==> config.mk <==
export PLATFORM = sky130hd
export DESIGN_NAME = rvga_pipe_latch
export DESIGN_NICKNAME = d
export VERILOG_FILES = /design/src/rtl/rvga_pipe_latch.sv
export SDC_FILE = /design/constraint.sdc
export NUM_CORES = 1
export LEC_CHECK = 0
export ABC_CLOCK_PERIOD_IN_PS = 1830
export CORE_MARGIN = 2
export CORE_UTILIZATION = 45
export DETAILED_ROUTE_END_ITERATION = 16
export PLACE_DENSITY = 0.78
export SLEW_MARGIN = 0
export SYNTH_ARGS = -nofsm -noshare
export SYNTH_HDL_FRONTEND = slang
export SYNTH_SLANG_ARGS = --single-unit
==> constraint.sdc <==
create_clock -name clk_i -period 1.83 [get_ports clk_i]
set_input_delay 0.2745 -clock clk_i [delete_from_list [all_inputs] [get_ports clk_i]]
set_output_delay 0.2745 -clock clk_i [all_outputs]
set_load 0.05 [all_outputs]
==> src/rtl/rvga_pipe_latch.sv <==
// Generic valid/ready pipeline-stage register with optional two-entry skid buffer.
// Optional stall counter port stall_cnt_o is enabled by defining RVGA_PIPE_PERF_EN.
module rvga_pipe_latch #(
  parameter int unsigned width_p     = 64,
  parameter int unsigned skid_p      = 1,
  parameter int unsigned cnt_width_p = 16
) (
  input  logic               clk_i,
  input  logic               rst_ni,
  input  logic               flush_i,
  input  logic               v_i,
  output logic               ready_o,
  input  logic [width_p-1:0] data_i,
  output logic               v_o,
  input  logic               ready_i,
  output logic [width_p-1:0] data_o
`ifdef RVGA_PIPE_PERF_EN
  ,
  output logic [cnt_width_p-1:0] stall_cnt_o
`endif
);

  logic accept;
  logic emit;

  assign accept = v_i & ready_o;
  assign emit   = v_o & ready_i;

  if (width_p < 1 || cnt_width_p < 1) begin : g_bad_param
    $error("rvga_pipe_latch: width_p and cnt_width_p must be >= 1");
  end

  if (skid_p != 0) begin : g_skid
    typedef enum logic [1:0] {
      EMPTY = 2'd0,
      ONE   = 2'd1,
      FULL  = 2'd2
    } state_e;

    state_e             state_q;
    state_e             state_d;
    logic [width_p-1:0] main_q;
    logic [width_p-1:0] skid_q;
    logic               load_main;
    logic               main_from_skid;
    logic               load_skid;

    always_ff @(posedge clk_i or negedge rst_ni) begin
      if (!rst_ni) begin
        state_q <= EMPTY;
      end else begin
        state_q <= state_d;
      end
    end

    // Flush overrides every transition and suppresses all data loads;
    // an emit in the same cycle has already been taken downstream.
    always_comb begin
      state_d        = state_q;
      load_main      = 1'b0;
      main_from_skid = 1'b0;
      load_skid      = 1'b0;
      if (flush_i) begin
        state_d = EMPTY;
      end else begin
        unique case (state_q)
          EMPTY: begin
            if (accept) begin
              state_d   = ONE;
              load_main = 1'b1;
            end
          end
          ONE: begin
            if (accept && emit) begin
              load_main = 1'b1;
            end else if (accept) begin
              state_d   = FULL;
              load_skid = 1'b1;
            end else if (emit) begin
              state_d = EMPTY;
            end
          end
          FULL: begin
            if (emit) begin
              state_d        = ONE;
              main_from_skid = 1'b1;
            end
          end
          default: state_d = EMPTY;
        endcase
      end
    end

    always_comb begin
      ready_o = (state_q != FULL);
      v_o     = (state_q != EMPTY);
      data_o  = main_q;
    end

    always_ff @(posedge clk_i or negedge rst_ni) begin
      if (!rst_ni) begin
        main_q <= '0;
        skid_q <= '0;
      end else begin
        if (main_from_skid) begin
          main_q <= skid_q;
        end else if (load_main) begin
          main_q <= data_i;
        end
        if (load_skid) begin
          skid_q <= data_i;
        end
      end
    end
  end else begin : g_single
    logic               v_q;
    logic [width_p-1:0] main_q;

    always_ff @(posedge clk_i or negedge rst_ni) begin
      if (!rst_ni) begin
        v_q    <= 1'b0;
        main_q <= '0;
      end else begin
        if (accept && !flush_i) begin
          main_q <= data_i;
        end
        if (flush_i) begin
          v_q <= 1'b0;
        end else if (accept) begin
          v_q <= 1'b1;
        end else if (emit) begin
          v_q <= 1'b0;
        end
      end
    end

    always_comb begin
      ready_o = ~v_q | ready_i;
      v_o     = v_q;
      data_o  = main_q;
    end
  end

`ifdef RVGA_PIPE_PERF_EN
  logic [cnt_width_p-1:0] stall_cnt_q;

  always_ff @(posedge clk_i or negedge rst_ni) begin
    if (!rst_ni) begin
      stall_cnt_q <= '0;
    end else if (v_o && !ready_i && !(&stall_cnt_q)) begin
      stall_cnt_q <= stall_cnt_q + 1'b1;
    end
  end

  assign stall_cnt_o = stall_cnt_q;
`endif

endmodule

==> impl_metrics.ini <==
[outcome]
status = completed

[power_and_ir_drop]
finalPower_mw = 9.70
swShare_pct = 31.4
p_seq_share_pct = 40.4
combPwrFrac_pct = 27.4
switchingPower_mw = 3.05
power_density_mw_per_mm2 = 1230
internal-power_mw = 6.65
clkPwrFrac_pct = 32.1
ir_worst_vdd_uv = 669
leakagePower_nw = 3.47

[route]
dr.first_iter.drc_count = 113
viasPerCell = 4.99
ant_nets = 0
wl_met2_microns = 5860
wl_met1_microns = 5120
drtPass1Iterations = 4
wire_per_inst_microns = 16.6
top_layer_used = met4
dr_total_vias = 3517
routed-wl-met3_microns = 653
wirelength_microns = 11700
route.detailed.drc = 0

[cts]
clock_path_buffers = 2
cts_sinks = 130
insertion_delay_ns = 0.40
cts-root-buf = clkbuf_16
cts_tree = done
cts_max_level = 4
numCtsBuffers = 17
clkTransAtPathRegs_ns = 0.05

[setup_path]
r2r-start = g_skid.state_q[1]
reg2reg_slack_ns = 0.09
r2r_cells = 4
path_class = flip-flop to primary output
required_ns = 1.56
cp-start-kind = flip-flop
crit_path_end_kind = primary output
crit_fanout = 5
r2r-end = data_o[50]
cp.arrival_ns = 1.47

[cells_and_area]
area.growth.synth_to_final_pct = 37.6
n_antenna_cell = 0
nets = 591
final_area_sq_mm = 0.00787
drive_above_1_share_pct = 47.8
fin_util_pct = 62.9
layoutNonFillerInstCount = 705
layout_commonest_cell = mux2_2
fill_cells = 1000
layout_common_cells = mux2_2, dfrtp_1, clkdlybuf4s50_1

[yosys]
ys_types = 23
synth_area_sq_mm = 0.00572
syn_avg_cell_area_sq_um = 15.6
synth-seq-cells = 130
synth_warnings = 0
syn-num-nets = 435
synth-main-ff-cell = dfrtp_1
synth-edff-count = 0
async_reset_ff_share_pct = 100
ys_seq_area_share_pct = 56.9
syn_inst = 366

[global_routing]
grt-ovfl-total = 0
grt_pass1_wl_microns = 19300
globalRouteTotalUtil_pct = 18.7
grt_pass1_vias = 3799
grt_max_degree = 37
antenna_found_initial = 0

[sta]
period_minus_slack_ns = 1.74
setup_viol = 0
skew_ns = 0.00432
rsz0062_at_grt = false
hold-worst-slack_ns = 0.371
slew_violations = 0
fmax_mhz = 573
setup-tns-final_ns = 0
worst_slack_ns = 0.0850
final.period_utilization_pct = 95.4
slew_headroom_pct = 65.9
worst_pin_slew_ns = 0.513
timing_hold_violations_final = 0

[floorplan]
core_area_sq_mm = 0.0125
ios = 135
rows = 41
die_area_sq_mm = 0.0136
die_h_microns = 117
die_w_microns = 117
floorplan.initialDensity_pct = 45.7

[place]
hpwlAfterDp_microns = 8040
placed_area_sq_mm = 0.00737
pre_cts_ws_ns = -0.263
dp_cells = 673
io_buffers = 134
gp_congestion = 0.726

[run]
drv_cap = 0

[min_path]
hp-class = input port to async pin
Yosys cell counts, types with 2 or more instances:
library cell,number,area [sq um]
mux2_2,188,2120
dfrtp_1,130,3250
buf_2,8,40.0
buf_4,7,52.6
buf_6,5,56.3
nand2_1,4,15.0
nand2b_1,4,25.0
nand3_1,4,20.0
o311ai_0,2,17.5
worst max-delay path by stage:
stage,start,end,slack [ns],cells after the start
floorplan,g_skid.state_q[0],data_o[29],0.13,6
global placement,flush_i,data_o[6],-0.22,6
detailed placement,v_i,data_o[4],-0.26,5
CTS,g_skid.state_q[0],v_o,0.02,3
global route,g_skid.state_q[0],v_o,0.03,3
finish,g_skid.state_q[0],v_o,0.09,3
critical path, stage by stage, from the launching register on:
cell	delay, ns
dfrtp_2	0.43
buf_4	0.16
or2_2	0.29
buf_4	0.19
repair_timing:
action	in CTS	in global routing
buffers inserted	0	1
gates resized for setup	58	1
setup endpoints to repair	58	1
hold buffers	1	0
hold endpoints to repair	31	0
area by class of cell:
| class | instances | area [sq um] | share of cell area [%] |
|---|---|---|---|
| clock buffers | 24 | 492 | 6.25 |
| multi-input cells | 214 | 2330 | 29.6 |
| well taps | 172 | 215 | 2.74 |
| flip-flops and latches | 130 | 3250 | 41.4 |
| repair buffers | 159 | 1520 | 19.4 |
| clock inverters | 6 | 55.1 | 0.700 |
routing by layer:
layer  vias to the layer above  track usage (%)
li1                       1636                -
met1                      1781             23.8
met2                        95             30.4
met3                         5             6.18
met4                         0             6.12
met5                         -                0
cell families after synthesis:
kind of cell,count (synthesis),share of synthesized area (%)
mux,189,37.2
buf+inv,22,2.76
flops,130,56.9
simple gates,19,1.99
compound gates,6,1.18
state kept, by name, summed over array words and instances (netlist names):
name            cells
g_skid.skid_q      64
data_o             64
g_skid.state_q      2
power by group through the flow:
| stage | Clock, mW | Combinational, mW | Sequential [mW] |
|---|---|---|---|
| after CTS | 3.18 | 2.69 | 3.93 |
| after global routing | 3.34 | 2.82 | 4.01 |
| after detailed placement | 0 | 2.87 | 3.98 |
| final | 3.11 | 2.66 | 3.92 |
| after global placement | 0 | 2.81 | 3.93 |
| after floorplan | 0 | 0.831 | 4.94 |
(Power assumes the default switching activity.)
